$ cat config.mk
export PLATFORM = sky130hd
export DESIGN_NAME = sparse_intersect_unit_flat
export DESIGN_NICKNAME = d
export VERILOG_FILES = /design/src/rtl/sparse_intersect_unit_if.sv /design/src/rtl/sparse_intersect_unit.sv /design/src/flat_wrapper.sv
export SDC_FILE = /design/constraint.sdc
export NUM_CORES = 1
export LEC_CHECK = 0
export BUFFER_PORTS_ARGS = -buffer_cell sky130_fd_sc_hd__buf_4
export CAP_MARGIN = 20
export CELL_PAD_IN_SITES_DETAIL_PLACEMENT = 0
export CELL_PAD_IN_SITES_GLOBAL_PLACEMENT = 1
export CORE_ASPECT_RATIO = 1.1
export CORE_MARGIN = 3
export CORE_UTILIZATION = 45
export CTS_BUF_LIST = sky130_fd_sc_hd__clkbuf_16
export DETAILED_ROUTE_END_ITERATION = 8
export GPL_ROUTABILITY_DRIVEN = 1
export PLACE_DENSITY_LB_ADDON = 0.1
export SLEW_MARGIN = 15
export SYNTH_ARGS = -nofsm -noshare
export SYNTH_HDL_FRONTEND = slang
export SYNTH_SLANG_ARGS = --single-unit
export TNS_END_PERCENT = 50
$ cat constraint.sdc
create_clock -name clk -period 7.8 [get_ports clk]
set_input_delay 0.39 -clock clk [delete_from_list [all_inputs] [get_ports clk]]
set_output_delay 0.39 -clock clk [all_outputs]
set_load 0.01 [all_outputs]
$ cat src/rtl/sparse_intersect_unit_if.sv
// rtl/sparse_intersect_unit_if.sv - token stream bundle for sparse_intersect_unit
// Carries two coord/pos input fibers and the three merged output streams.
interface sparse_intersect_unit_if;
    logic [16:0] coord_in_0;
    logic        coord_in_0_valid;
    logic        coord_in_0_ready;
    logic [16:0] pos_in_0;
    logic        pos_in_0_valid;
    logic        pos_in_0_ready;
    logic [16:0] coord_in_1;
    logic        coord_in_1_valid;
    logic        coord_in_1_ready;
    logic [16:0] pos_in_1;
    logic        pos_in_1_valid;
    logic        pos_in_1_ready;
    logic [16:0] coord_out;
    logic        coord_out_valid;
    logic        coord_out_ready;
    logic [16:0] pos_out_0;
    logic        pos_out_0_valid;
    logic        pos_out_0_ready;
    logic [16:0] pos_out_1;
    logic        pos_out_1_valid;
    logic        pos_out_1_ready;

    modport master (
        output coord_in_0, coord_in_0_valid, pos_in_0, pos_in_0_valid,
        output coord_in_1, coord_in_1_valid, pos_in_1, pos_in_1_valid,
        output coord_out_ready, pos_out_0_ready, pos_out_1_ready,
        input  coord_in_0_ready, pos_in_0_ready, coord_in_1_ready, pos_in_1_ready,
        input  coord_out, coord_out_valid, pos_out_0, pos_out_0_valid,
        input  pos_out_1, pos_out_1_valid
    );

    modport slave (
        input  coord_in_0, coord_in_0_valid, pos_in_0, pos_in_0_valid,
        input  coord_in_1, coord_in_1_valid, pos_in_1, pos_in_1_valid,
        input  coord_out_ready, pos_out_0_ready, pos_out_1_ready,
        output coord_in_0_ready, pos_in_0_ready, coord_in_1_ready, pos_in_1_ready,
        output coord_out, coord_out_valid, pos_out_0, pos_out_0_valid,
        output pos_out_1, pos_out_1_valid
    );
endinterface

$ cat src/rtl/sparse_intersect_unit.sv
// rtl/sparse_intersect_unit.sv - two-fiber sparse intersect/union joiner
// Optional INTERSECT_CYCLE_COUNT_EN adds a 64-bit cycle_count output.
module sparse_intersect_unit (
    input  logic clk,
    input  logic rst_n,
    input  logic clk_en,
    input  logic flush,
    input  logic tile_en,
    input  logic joiner_op,
    input  logic value_mode,
    sparse_intersect_unit_if.slave bus
`ifdef INTERSECT_CYCLE_COUNT_EN
    ,
    output logic [63:0] cycle_count
`endif
);
    localparam logic [16:0] TOK_D = 17'h10100;
    localparam logic [16:0] TOK_E = 17'h10200;

    typedef enum logic [1:0] {IDLE, RUN, DONE} state_t;
    state_t state;

    logic [16:0] mem [3][2];
    logic [1:0]  cnt [3];
    logic [2:0]  rd_ptr;
    logic [16:0] tok [3];
    logic [2:0]  out_pop;

    logic [16:0] c0, c1, p0, p1, fill;
    logic [7:0]  lvl;
    logic        avail0, avail1, data0, data1, is_d0, is_d1;
    logic        room, out_en, fire, pop0, pop1, emit, last, push;

    assign c0     = bus.coord_in_0;
    assign c1     = bus.coord_in_1;
    assign p0     = bus.pos_in_0;
    assign p1     = bus.pos_in_1;
    assign avail0 = bus.coord_in_0_valid & bus.pos_in_0_valid;
    assign avail1 = bus.coord_in_1_valid & bus.pos_in_1_valid;
    assign data0  = ~c0[16];
    assign data1  = ~c1[16];
    assign is_d0  = (c0 == TOK_D);
    assign is_d1  = (c1 == TOK_D);
    assign fill   = value_mode ? 17'h00000 : TOK_E;
    assign lvl    = (c0[7:0] > c1[7:0]) ? c0[7:0] : c1[7:0];

    assign out_en = tile_en & clk_en;
    assign room   = (cnt[0] != 2'd2) & (cnt[1] != 2'd2) & (cnt[2] != 2'd2);
    assign fire   = out_en & ~flush & (state == RUN) & room & avail0 & avail1;
    assign push   = fire & emit;

    // Head comparison picks which side(s) to pop and what, if anything, to emit.
    always_comb begin
        pop0   = 1'b0;
        pop1   = 1'b0;
        emit   = 1'b0;
        last   = 1'b0;
        tok[0] = '0;
        tok[1] = '0;
        tok[2] = '0;
        if (data0 && data1) begin
            if (c0[15:0] == c1[15:0]) begin
                pop0 = 1'b1; pop1 = 1'b1; emit = 1'b1;
                tok[0] = c0; tok[1] = p0; tok[2] = p1;
            end else if (c0[15:0] < c1[15:0]) begin
                pop0 = 1'b1; emit = joiner_op;
                tok[0] = c0; tok[1] = p0; tok[2] = fill;
            end else begin
                pop1 = 1'b1; emit = joiner_op;
                tok[0] = c1; tok[1] = fill; tok[2] = p1;
            end
        end else if (data0) begin
            pop0 = 1'b1; emit = joiner_op;
            tok[0] = c0; tok[1] = p0; tok[2] = fill;
        end else if (data1) begin
            pop1 = 1'b1; emit = joiner_op;
            tok[0] = c1; tok[1] = fill; tok[2] = p1;
        end else if (is_d0 && is_d1) begin
            pop0 = 1'b1; pop1 = 1'b1; emit = 1'b1; last = 1'b1;
            tok[0] = TOK_D; tok[1] = TOK_D; tok[2] = TOK_D;
        end else if (is_d0) begin
            pop1 = 1'b1;
        end else if (is_d1) begin
            pop0 = 1'b1;
        end else begin
            pop0 = 1'b1; pop1 = 1'b1; emit = 1'b1;
            tok[0] = {9'h100, lvl}; tok[1] = {9'h100, lvl}; tok[2] = {9'h100, lvl};
        end
    end

    assign bus.coord_in_0_ready = fire & pop0;
    assign bus.pos_in_0_ready   = fire & pop0;
    assign bus.coord_in_1_ready = fire & pop1;
    assign bus.pos_in_1_ready   = fire & pop1;

    assign bus.coord_out       = mem[0][rd_ptr[0]];
    assign bus.pos_out_0       = mem[1][rd_ptr[1]];
    assign bus.pos_out_1       = mem[2][rd_ptr[2]];
    assign bus.coord_out_valid = out_en & (cnt[0] != 2'd0);
    assign bus.pos_out_0_valid = out_en & (cnt[1] != 2'd0);
    assign bus.pos_out_1_valid = out_en & (cnt[2] != 2'd0);

    assign out_pop = {bus.pos_out_1_valid & bus.pos_out_1_ready,
                      bus.pos_out_0_valid & bus.pos_out_0_ready,
                      bus.coord_out_valid & bus.coord_out_ready};

    // Write slot is rd_ptr offset by occupancy; push never happens when full.
    always_ff @(posedge clk or posedge rst_n) begin
        if (rst_n) begin
            rd_ptr <= '0;
            for (int k = 0; k < 3; k++) begin
                cnt[k]    <= '0;
                mem[k][0] <= '0;
                mem[k][1] <= '0;
            end
        end else if (flush) begin
            rd_ptr <= '0;
            for (int k = 0; k < 3; k++) begin
                cnt[k]    <= '0;
                mem[k][0] <= '0;
                mem[k][1] <= '0;
            end
        end else if (clk_en) begin
            for (int k = 0; k < 3; k++) begin
                if (push) mem[k][rd_ptr[k] ^ cnt[k][0]] <= tok[k];
                if (out_pop[k]) rd_ptr[k] <= ~rd_ptr[k];
                cnt[k] <= cnt[k] + {1'b0, push} - {1'b0, out_pop[k]};
            end
        end
    end

    always_ff @(posedge clk or posedge rst_n) begin
        if (rst_n) begin
            state <= IDLE;
        end else if (flush) begin
            state <= IDLE;
        end else if (clk_en) begin
            if (!tile_en) begin
                state <= IDLE;
            end else begin
                case (state)
                    IDLE:    if (avail0 || avail1) state <= RUN;
                    RUN:     if (fire && last) state <= DONE;
                    DONE:    state <= IDLE;
                    default: state <= IDLE;
                endcase
            end
        end
    end

`ifdef INTERSECT_CYCLE_COUNT_EN
    logic cc_run, cc_stop, any_valid;
    assign any_valid = bus.coord_in_0_valid | bus.pos_in_0_valid |
                       bus.coord_in_1_valid | bus.pos_in_1_valid;

    always_ff @(posedge clk or posedge rst_n) begin
        if (rst_n) begin
            cycle_count <= '0;
            cc_run      <= 1'b0;
            cc_stop     <= 1'b0;
        end else if (flush) begin
            cycle_count <= '0;
            cc_run      <= 1'b0;
            cc_stop     <= 1'b0;
        end else if (clk_en) begin
            if (!cc_stop && (cc_run || any_valid)) begin
                cycle_count <= cycle_count + 64'd1;
                cc_run      <= 1'b1;
            end
            if (out_pop[1] && bus.pos_out_0 == TOK_D) cc_stop <= 1'b1;
        end
    end
`endif
endmodule

$ cat src/flat_wrapper.sv
// flat-port wrapper written by rule: the top's interface ports become plain ports
module sparse_intersect_unit_flat 
  (clk, rst_n, clk_en, flush, tile_en, joiner_op, value_mode, bus_coord_in_0, bus_coord_in_0_valid, bus_pos_in_0, bus_pos_in_0_valid, bus_coord_in_1, bus_coord_in_1_valid, bus_pos_in_1, bus_pos_in_1_valid, bus_coord_out_ready, bus_pos_out_0_ready, bus_pos_out_1_ready, bus_coord_in_0_ready, bus_pos_in_0_ready, bus_coord_in_1_ready, bus_pos_in_1_ready, bus_coord_out, bus_coord_out_valid, bus_pos_out_0, bus_pos_out_0_valid, bus_pos_out_1, bus_pos_out_1_valid);
  sparse_intersect_unit_if bus_i ();
  input  logic clk;
  input  logic rst_n;
  input  logic clk_en;
  input  logic flush;
  input  logic tile_en;
  input  logic joiner_op;
  input  logic value_mode;
  input wire logic [$bits(bus_i.coord_in_0)-1:0] bus_coord_in_0;
  input wire logic [$bits(bus_i.coord_in_0_valid)-1:0] bus_coord_in_0_valid;
  input wire logic [$bits(bus_i.pos_in_0)-1:0] bus_pos_in_0;
  input wire logic [$bits(bus_i.pos_in_0_valid)-1:0] bus_pos_in_0_valid;
  input wire logic [$bits(bus_i.coord_in_1)-1:0] bus_coord_in_1;
  input wire logic [$bits(bus_i.coord_in_1_valid)-1:0] bus_coord_in_1_valid;
  input wire logic [$bits(bus_i.pos_in_1)-1:0] bus_pos_in_1;
  input wire logic [$bits(bus_i.pos_in_1_valid)-1:0] bus_pos_in_1_valid;
  input wire logic [$bits(bus_i.coord_out_ready)-1:0] bus_coord_out_ready;
  input wire logic [$bits(bus_i.pos_out_0_ready)-1:0] bus_pos_out_0_ready;
  input wire logic [$bits(bus_i.pos_out_1_ready)-1:0] bus_pos_out_1_ready;
  output wire logic [$bits(bus_i.coord_in_0_ready)-1:0] bus_coord_in_0_ready;
  output wire logic [$bits(bus_i.pos_in_0_ready)-1:0] bus_pos_in_0_ready;
  output wire logic [$bits(bus_i.coord_in_1_ready)-1:0] bus_coord_in_1_ready;
  output wire logic [$bits(bus_i.pos_in_1_ready)-1:0] bus_pos_in_1_ready;
  output wire logic [$bits(bus_i.coord_out)-1:0] bus_coord_out;
  output wire logic [$bits(bus_i.coord_out_valid)-1:0] bus_coord_out_valid;
  output wire logic [$bits(bus_i.pos_out_0)-1:0] bus_pos_out_0;
  output wire logic [$bits(bus_i.pos_out_0_valid)-1:0] bus_pos_out_0_valid;
  output wire logic [$bits(bus_i.pos_out_1)-1:0] bus_pos_out_1;
  output wire logic [$bits(bus_i.pos_out_1_valid)-1:0] bus_pos_out_1_valid;
  assign bus_i.coord_in_0 = bus_coord_in_0;
  assign bus_i.coord_in_0_valid = bus_coord_in_0_valid;
  assign bus_i.pos_in_0 = bus_pos_in_0;
  assign bus_i.pos_in_0_valid = bus_pos_in_0_valid;
  assign bus_i.coord_in_1 = bus_coord_in_1;
  assign bus_i.coord_in_1_valid = bus_coord_in_1_valid;
  assign bus_i.pos_in_1 = bus_pos_in_1;
  assign bus_i.pos_in_1_valid = bus_pos_in_1_valid;
  assign bus_i.coord_out_ready = bus_coord_out_ready;
  assign bus_i.pos_out_0_ready = bus_pos_out_0_ready;
  assign bus_i.pos_out_1_ready = bus_pos_out_1_ready;
  assign bus_coord_in_0_ready = bus_i.coord_in_0_ready;
  assign bus_pos_in_0_ready = bus_i.pos_in_0_ready;
  assign bus_coord_in_1_ready = bus_i.coord_in_1_ready;
  assign bus_pos_in_1_ready = bus_i.pos_in_1_ready;
  assign bus_coord_out = bus_i.coord_out;
  assign bus_coord_out_valid = bus_i.coord_out_valid;
  assign bus_pos_out_0 = bus_i.pos_out_0;
  assign bus_pos_out_0_valid = bus_i.pos_out_0_valid;
  assign bus_pos_out_1 = bus_i.pos_out_1;
  assign bus_pos_out_1_valid = bus_i.pos_out_1_valid;
  sparse_intersect_unit u_core (.clk(clk), .rst_n(rst_n), .clk_en(clk_en), .flush(flush), .tile_en(tile_en), .joiner_op(joiner_op), .value_mode(value_mode), .bus(bus_i));
endmodule
# Yosys cells after proc, flatten, opt, wreduce, memory -nomap -nowiden
# Cells that the tools add are included.
# word_totals
reg_bits	113
latch_bits	0
ram_bits	0
romBits	0
out_inout_bits	58
n_memories	0
# classes
addsub	6
n_mul	0
div	0
order_cmp	11
eq_ne	9
shift	0
mux	71
bitwise_logic	34
n_reduce_logical	21
# op_table
operator	count
$mux W51	8
$mux W17	13
$mux W102	2
$bwmux W34	3
$mux W34	3
$demux W17 S1	3
$eq A17 B17 Y1 const B	2
$mux W1	28
$and A1 B1 Y1	19
$eq A16 B16 Y1	1
$lt A16 B16 Y1	1
$reduce_bool A2 Y1	8
$ge A2 B2 Y1 const B	6
$mux W6	2
$not A1 Y2	6
$mux W2	5
$gt A8 B8 Y1	1
$mux W8	1
$reduce_and A2 Y1	4
$add A2 B1 Y2	3
$logic_and A1 B1 Y1	6
$lt A2 B1 Y1 const B	3
$mux W3	2
$ne A2 B2 Y1 const B	3
other kinds (10)	19

# Depth between registers and ports, before layout
# Gate-level depths: netlist (run 1).
# logic_depth
depth_word	12
depth_mapped	15

# Least setup slack after synthesis (run 1)
# Ideal clock, no wire load.
# synth_path
kind	input to output
from	in bus_coord_in_1[13]
to	out bus_pos_in_0_ready
arrival_ns	2.722
t_required_ns	7.410
path_slack_ns	4.688
stages	13
path_buffers	4
path_cell_list	inv_1 ha_1 a21oi_1 o21ai_1 or4_1 clkbuf_2 a211o_4 a31oi_4 buf_6 buf_6 a21oi_1 nor2_1 buf_4
# synth_between
elab_chain_cells	7
word_cells_on_any_way	11
cone_classes	order compare: 1; eq/ne: 2; mux: 6; bitwise: 1; reduce/logical: 1
# synth_rtl
element	line_no	rtl
start: declaration	flat_wrapper.sv:16	input wire logic [$bits(bus_i.coord_in_1)-1:0] bus_coord_in_1;
parallel branches: the longest is 5 deep, another holds $lt A16 B16 Y1	-	
$mux W1 (*)	sparse_intersect_unit.sv:61	if (data0 && data1) begin
$and A1 B1 Y1 (*)	-	
end: declaration	flat_wrapper.sv:24	output wire logic [$bits(bus_i.pos_in_0_ready)-1:0] bus_pos_in_0_ready;
# Every way passes the cells marked *.

# Final worst setup path (run 1)
# layout_path
from	in bus_coord_in_1[0]
to	reg u_core.mem[2] (netlist name)
# layout_between
elab_chain_cells	12
word_cells_on_any_way	28
cone_classes	order compare: 2; eq/ne: 2; mux: 20; bitwise: 1; reduce/logical: 3
# layout_rtl
element	line_no	rtl
$gt A8 B8 Y1	sparse_intersect_unit.sv:45	assign lvl = (c0[7:0] > c1[7:0]) ? c0[7:0] : c1[7:0];
$mux W8	sparse_intersect_unit.sv:45	
$mux W51	sparse_intersect_unit.sv:83	end else if (is_d1) begin
$mux W51	sparse_intersect_unit.sv:81	end else if (is_d0) begin
$mux W51	sparse_intersect_unit.sv:78	end else if (is_d0 && is_d1) begin
$mux W51	sparse_intersect_unit.sv:75	end else if (data1) begin
$mux W51	sparse_intersect_unit.sv:72	end else if (data0) begin
$mux W51	sparse_intersect_unit.sv:61	
$bwmux W34	sparse_intersect_unit.sv:125	if (push) mem[k][rd_ptr[k] ^ cnt[k][0]] <= tok[k];
$mux W34	sparse_intersect_unit.sv:125	
$mux W102	sparse_intersect_unit.sv:123	end else if (clk_en) begin
$mux W102	sparse_intersect_unit.sv:116	end else if (flush) begin
end signal: indexed assignment	sparse_intersect_unit.sv:125	
end: declaration	sparse_intersect_unit.sv:23	logic [16:0] mem [3][2];
# Several ways; a longest one is shown, not always the timed one. The select of a mux whose other input is x is not followed.
# A chain may end at the register's enable or synchronous reset.

==> results of run 1 <==
sequential cells by signal, summed over array words and instances, names as in the netlist:
| register | flops |
|---|---|
| u_core.rd_ptr | 3 |
| u_core.state | 2 |
| u_core.cnt | 6 |
| u_core.mem | 102 |
placed cells by master, fill, tap and decap left out, types with 3 or more instances in the layout:
cell type	Yosys	layout
a22oi_1	16	16
bufinv_16	0	4
clkinv_2	0	3
nor3_1	3	3
nand2_1	76	75
o21ai_1	22	22
xor2_1	8	8
a21boi_0	9	9
clkbuf_16	0	17
mux2i_1	22	22
o32ai_1	16	16
a211oi_1	8	8
buf_4	6	144
clkinvlp_4	0	3
a21oi_1	63	63
a21o_1	4	4
dfrtp_1	113	113
nand4_1	7	7
nor3b_1	3	3
and2_1	4	4
nand3_1	54	54
o41ai_1	7	7
nand4b_1	3	3
inv_1	51	49
ha_1	26	26
nor2_1	30	30
a32oi_1	16	16
and4_1	3	3
nor4_1	7	7
xnor2_1	4	4
mux2_2	44	44
o21ai_0	45	45
area by class of cell:
| class | count | area, um^2 |
|---|---|---|
| multi-input cells | 533 | 3580 |
| inverters | 52 | 198 |
| clock inverters | 15 | 191 |
| fillers | 1349 | 6060 |
| clock buffers | 17 | 425 |
| repair buffers | 145 | 1100 |
| well taps | 192 | 240 |
| flip-flops and latches | 113 | 2830 |
stage by stage:
step / instances / power, mW / util / cell area (um^2) / setup WS (ps)
after floorplan: 750 / 0.697 / - / 6840 / 4420
after global placement: 1034 / 0.773 / 0.541 / 7920 / 3750
after detailed placement: 1034 / 0.775 / 0.541 / 7920 / 3530
after CTS: 1066 / 1.59 / 0.584 / 8530 / 3950
after global routing: 1067 / 1.63 / 0.585 / 8550 / 3480
final: 1067 / 1.58 / 0.585 / 8550 / 3920
how the worst max path moves through the flow:
stage                                 start       endpoint  slack [ps]  depth (start not counted)
after floorplan                       rst_n  u_core.cnt[0]        4420                          1
after global placement    bus_coord_in_1[1]  u_core.mem[1]        3750                         13
after detailed placement  bus_coord_in_1[0]  u_core.mem[2]        3530                         13
after CTS                 bus_coord_in_1[0]  u_core.mem[2]        3950                         13
after global routing      bus_coord_in_1[0]  u_core.mem[2]        3480                         13
final                     bus_coord_in_1[0]  u_core.mem[2]        3920                         13
power by group:
part,switching (mW),total (mW),internal [mW]
Sequential,0.000280,0.587,0.587
Clock,0.281,0.813,0.531
Combinational,0.116,0.180,0.0640
kinds of logic after synthesis:
family / count (synthesis) / synth area share
mux: 66 / 0.105
xor+xnor: 12 / 0.0154
compound gates: 228 / 0.216
simple gates: 201 / 0.139
fa+ha+maj: 26 / 0.0476
buf+inv: 104 / 0.0642
flops: 113 / 0.414
layer usage:
metal  part of all wire  wire [um]  vias up
met3              0.063       1330       26
li1                   -          -     2962
met4              0.016        330        0
met1               0.45       9420     3032
met5                  0          0        -
met2               0.47       9900      207
==> impl_metrics.csv, run 1 <==
group,metric,value,unit
detailed_routing,vias,6227,
die,die_w,124,um
clock_tree,cts_setup_buffers,0,
clock_tree,cts_hold_buffers,0,
worst_setup_path,path_class,"input pin to flip-flop",
worst_setup_path,arrival,4180,ps
sta,fin_tns_setup,0,ps
global_route,overflow,0,
global_route,grtUsageMet3,0.0677,
clock_tree,path_clk_slew,60,ps
logic_synthesis,synth.area.top_cells,"dfrtp_1 41%, mux2_2 7.2%, ha_1 4.8%",
die,chipHeight,135,um
global_route,grt_util_met1,0.359,
logic_synthesis,ys_warn_count,0,
pwr,power.density,185,nW/um^2
worst_setup_path,path_delay_family,"simple AND/OR/NAND/NOR gates",
worst_setup_path,cp_slowest_cell,"and2_1",
global_route,grt_pass1_wl,33.3,mm
worst_setup_path,required,8100,ps
sta,layout_min_cycle_time,3880,ps
clock_tree,clk_path_buf_depth,2,
worst_hold_path,hp-class,"input pin to asynchronous set/reset pin",
logic_synthesis,ys_ff_latch,113,
clock_tree,htree_levels,4,
global_route,use_met2,0.394,
detailed_routing,avgRoutedWirePerCell,19.7,um
logic_synthesis,syn_nets,858,
placement,gp_congestion,0.913,
sta,fin_skew,5.46,ps
placement,dpl.hpwl,14.9,mm
cells_and_area,layout-drive-gt1-share,0.265,
clock_tree,clkSinkCount,113,
detailed_routing,drt_iter0_drc,485,
logic_synthesis,ys_seq_area_frac,0.414,
die,die-area,16700,um^2
logic_synthesis,synth.most_common_cell,"dfrtp_1",
die,core-area,14600,um^2
worst_setup_path,crit_fanout,25,
sta,relSlewSlack,0.327,
sta,finalCritPeriodShare,0.498,
global_route,antenna_found_initial,0,
global_route,top_usage_layer,"met2",
logic_synthesis,ys_top_cells_by_count,"113 x dfrtp_1, 76 x nand2_1, 63 x a21oi_1",
worst_setup_path,regToRegStartpoint,"u_core.state[1]",
pwr,peakVddDrop,135,uV
detailed_routing,wl,21.0,mm
die,io-pin-count,140,
cells_and_area,fin_nets,970,
logic_synthesis,syn_area,6840,um^2
clock_tree,numCtsBuffers,17,
pwr,p_leak,3.96,nW
logic_synthesis,netlist.area_leader.share,0.414,
logic_synthesis,async_flop_share,1.00,
global_route,grt_start_max_net_pins,69,
clock_tree,cts-resized-gates,0,
worst_setup_path,end_kind,"flip-flop",
sta,tightest_slew,984,ps
worst_setup_path,cp_cell_sequence,"buf_4 -> nor4_1 -> nand4b_1 -> nor4_1 -> inv_1 -> ha_1 -> a31oi_1 -> a31oi_1 -> or2_4 -> inv_2 -> and2_1 -> nand2_1 -> o32ai_1",
sta,timing.hold.ws,41.8,ps
placement,io_buffers,139,
clock_tree,cts_tree,"built",
worst_setup_path,startpoint_type,"input pin",
worst_setup_path,worst-path-buf-inv,3,
detailed_routing,drc_errors,0,
logic_synthesis,synth_edf_count,0,
logic_synthesis,avgSynthCellArea,9.11,um^2
sta,maxSlewViolCount,0,
cells_and_area,diodes,0,
worst_setup_path,reg2reg_depth,8,
run_status,status,"finished clean",
sta,hold_viol_final,0,
worst_setup_path,slowest_delay,720,ps
logic_synthesis,synthFlopType,"dfrtp_1",
detailed_routing,viasPerCell,5.84,
sta,finalSetupViolations,0,
clock_tree,clk_latency,410,ps
global_route,grt_pass1_vias,6328,
job,cap_violations,0,
worst_setup_path,reg2reg_slack,4650,ps
worst_setup_path,reg2reg_to,"u_core.mem[2]",
sta,max_freq,258,MHz
logic_synthesis,synth_top_cell_by_area,"dfrtp_1",
sta,rsz0062_at_grt,"no",
cells_and_area,area_growth_syn_to_layout,25.2,%
die,rows,46,
detailed_routing,first_pass_iters,5,
detailed_routing,ant_nets,0,
clock_tree,root_buffer,"clkbuf_16",
logic_synthesis,synthCells,750,
global_route,track_usage,0.257,
die,initial_core_util,0.468,
logic_synthesis,synth_cell_types,59,
Note: power is estimated with default switching activity, not from simulation.
==> inputs of run 2 (changes only) <==
- ABC_AREA: unset -> 1
- CORE_UTILIZATION: 45 -> 36
- clock period: 7.8 -> 3.25 ns (I/O delays scaled with it)
==> impl_metrics.csv, run 2 <==
group,metric,value,unit
cells_and_area,most-common-layout-cells,"412 x nand2_1, 159 x buf_4, 126 x nand3_1",
worst_setup_path,required,3090,ps
logic_synthesis,syn_nets,1111,
sta,fin_tns_setup,0,ps
die,rows,53,
clock_tree,cts-resized-gates,0,
worst_setup_path,arrival,2260,ps
global_route,track_usage,0.216,
sta,fin_skew,10.2,ps
logic_synthesis,synthCells,1003,
logic_synthesis,ys_warn_count,0,
worst_setup_path,cp_slowest_cell,"nand3_1",
global_route,grt_start_max_net_pins,56,
cells_and_area,layout-drive-gt1-share,0.214,
global_route,overflow,0,
logic_synthesis,synth.most_common_cell,"nand2_1",
sta,relSlewSlack,0.304,
worst_setup_path,path_class,"input pin to output pin",
cells_and_area,layout_commonest_cell,"nand2_1",
run_status,status,"finished clean",
detailed_routing,vias,6961,
cells_and_area,fin_nets,1244,
logic_synthesis,synth.area.top_cells,"dfrtp_1 39%, nand2_1 22%, nand3_1 8.8%",
global_route,antenna_found_initial,0,
clock_tree,numCtsBuffers,17,
die,initial_core_util,0.370,
pwr,peakVddDrop,347,uV
logic_synthesis,ys_ff_latch,113,
cells_and_area,diodes,0,
clock_tree,htree_levels,4,
logic_synthesis,synth_edf_count,0,
cells_and_area,fin_util,0.470,
placement,io_buffers,139,
sta,finalSetupViolations,0,
worst_setup_path,end_kind,"output pin",
sta,tightest_slew,1040,ps
cells_and_area,reg_top3,"u_core.mem (102), u_core.cnt (6), u_core.rd_ptr (3)",
clock_tree,clkSinkCount,113,
die,io-pin-count,140,
clock_tree,root_buffer,"clkbuf_16",
logic_synthesis,syn_area,7170,um^2
logic_synthesis,netlist.area_leader.share,0.394,
logic_synthesis,async_flop_share,1.00,
cells_and_area,largest_reg_flops,102,
sta,timing.hold.ws,31.7,ps
cells_and_area,max_flop_register,"u_core.mem",
detailed_routing,viasPerCell,4.99,
pwr,p_leak,5.02,nW
worst_hold_path,hp-class,"input pin to flip-flop",
clock_tree,path_clk_slew,60,ps
sta,max_freq,413,MHz
worst_setup_path,crit_fanout,10,
clock_tree,cts_tree,"built",
sta,maxSlewViolCount,0,
die,chipHeight,154,um
placement,gp_congestion,0.830,
worst_setup_path,slowest_delay,320,ps
die,die-area,21700,um^2
cells_and_area,area_growth_syn_to_layout,26.7,%
clock_tree,clk_path_buf_depth,2,
global_route,grt_pass1_wl,37.0,mm
die,core-area,19400,um^2
worst_setup_path,path_common_cell,"nand2_2",
logic_synthesis,ys_seq_area_frac,0.394,
sta,finalCritPeriodShare,0.745,
detailed_routing,drc_errors,0,
placement,dpl.hpwl,16.5,mm
clock_tree,clk_latency,430,ps
global_route,grt_pass1_vias,6824,
job,cap_violations,0,
sta,hold_viol_final,0,
detailed_routing,drt_iter0_drc,406,
logic_synthesis,ys_top_cells_by_count,"412 x nand2_1, 126 x nand3_1, 113 x dfrtp_1",
detailed_routing,first_pass_iters,5,
sta,layout_min_cycle_time,2420,ps
worst_setup_path,cp_cell_sequence,"buf_4 -> inv_1 -> ha_1 -> nand2_1 -> nor2_1 -> nand2_1 -> nand2_2 -> nand2_2 -> nand2_2 -> nand3_1 -> nand3_1 -> inv_1 -> buf_4",
logic_synthesis,synth_top_cell_by_area,"dfrtp_1",
detailed_routing,wl,23.0,mm
worst_setup_path,startpoint_type,"input pin",
logic_synthesis,synthFlopType,"dfrtp_1",
detailed_routing,avgRoutedWirePerCell,16.5,um
logic_synthesis,synth_cell_types,33,
detailed_routing,ant_nets,0,
pwr,power.density,429,nW/um^2
sta,rsz0062_at_grt,"no",
logic_synthesis,avgSynthCellArea,7.15,um^2
die,die_w,141,um
[run 2: cell types whose count changed after synthesis, sizes merged, moves of 9 or more]
cell / change
o32ai: -16
a21boi: -9
a21oi: -33
a22oi: -16
inv: +12
clkbuf: -9
nand3: +72
mux2: -10
a211oi: -9
mux2i: -22
a32oi: -16
nand2: +347
[run 2: where the power goes]
group	switching (mW)	internal [mW]
Combinational	0.331	0.170
Sequential	0.000995	1.41
Clock	0.759	1.23
Total	1.09	2.81
[run 2: timing repair]
action	in CTS	in global routing
hold buffers	1	0
buffers inserted	0	0
endpoints found under the hold margin	48	0
[run 2: cells by family (layout without fill, tap and decap cells)]
family / Yosys count / in the layout / share of synthesized area
compound gates: 112 / 112 / 0.0801
xor+xnor: 3 / 3 / 0.00366
fa+ha+maj: 26 / 26 / 0.0454
buf+inv: 112 / 258 / 0.0656
flops: 113 / 113 / 0.394
mux: 34 / 34 / 0.0534
simple gates: 603 / 603 / 0.358
[run 2: final cells by class]
| class | instances | area [um^2] |
|---|---|---|
| clock buffers | 17 | 425 |
| clock inverters | 15 | 196 |
| fillers | 2036 | 10300 |
| inverters | 66 | 251 |
| multi-input cells | 778 | 3880 |
| flip-flops and latches | 113 | 2830 |
| well taps | 247 | 309 |
| repair buffers | 160 | 1200 |
[run 2: path summary, 6_finish.rpt]
kind / from / endpoint / slack (ps) / cells past startpoint
hold / removal: clk_en / u_core.cnt[4] / 30 / 3
setup reg to reg: u_core.cnt[4] / u_core.cnt[1] / 1060 / 12
min in group asynchronous: rst_n / u_core.cnt[5] / 410 / 3
max in group asynchronous: rst_n / u_core.mem[56] / 2020 / 4
hold reg to reg: u_core.mem[41] / u_core.mem[41] / 470 / 2
setup / recovery: bus_coord_in_1[7] / bus_coord_in_0_ready / 830 / 13
[run 2: per-layer routing]
| layer | part of all wire | GRT usage |
|---|---|---|
| met1 | 0.47 | 0.293 |
| met2 | 0.47 | 0.352 |
| met3 | 0.047 | 0.0389 |
| met4 | 0.018 | 0.0628 |
| met5 | 0 | 0 |
[run 2: metrics by stage]
step / power (mW) / instances / instance area [um^2] / setup slack (ps)
2_1_floorplan: 1.73 / 1003 / 7170 / 100
3_3_place_gp: 1.94 / 1363 / 8460 / 450
3_5_place_dp: 1.94 / 1363 / 8460 / 431
4_1_cts: 3.94 / 1396 / 9090 / 822
5_1_grt: 4.05 / 1396 / 9090 / 569
6_report: 3.90 / 1396 / 9090 / 827
[run 2: critical path: cells and delay by family]
kind	cells	cell delay (ps)
fa+ha+maj	1	290
buf+inv	4	430
simple gates	8	1380
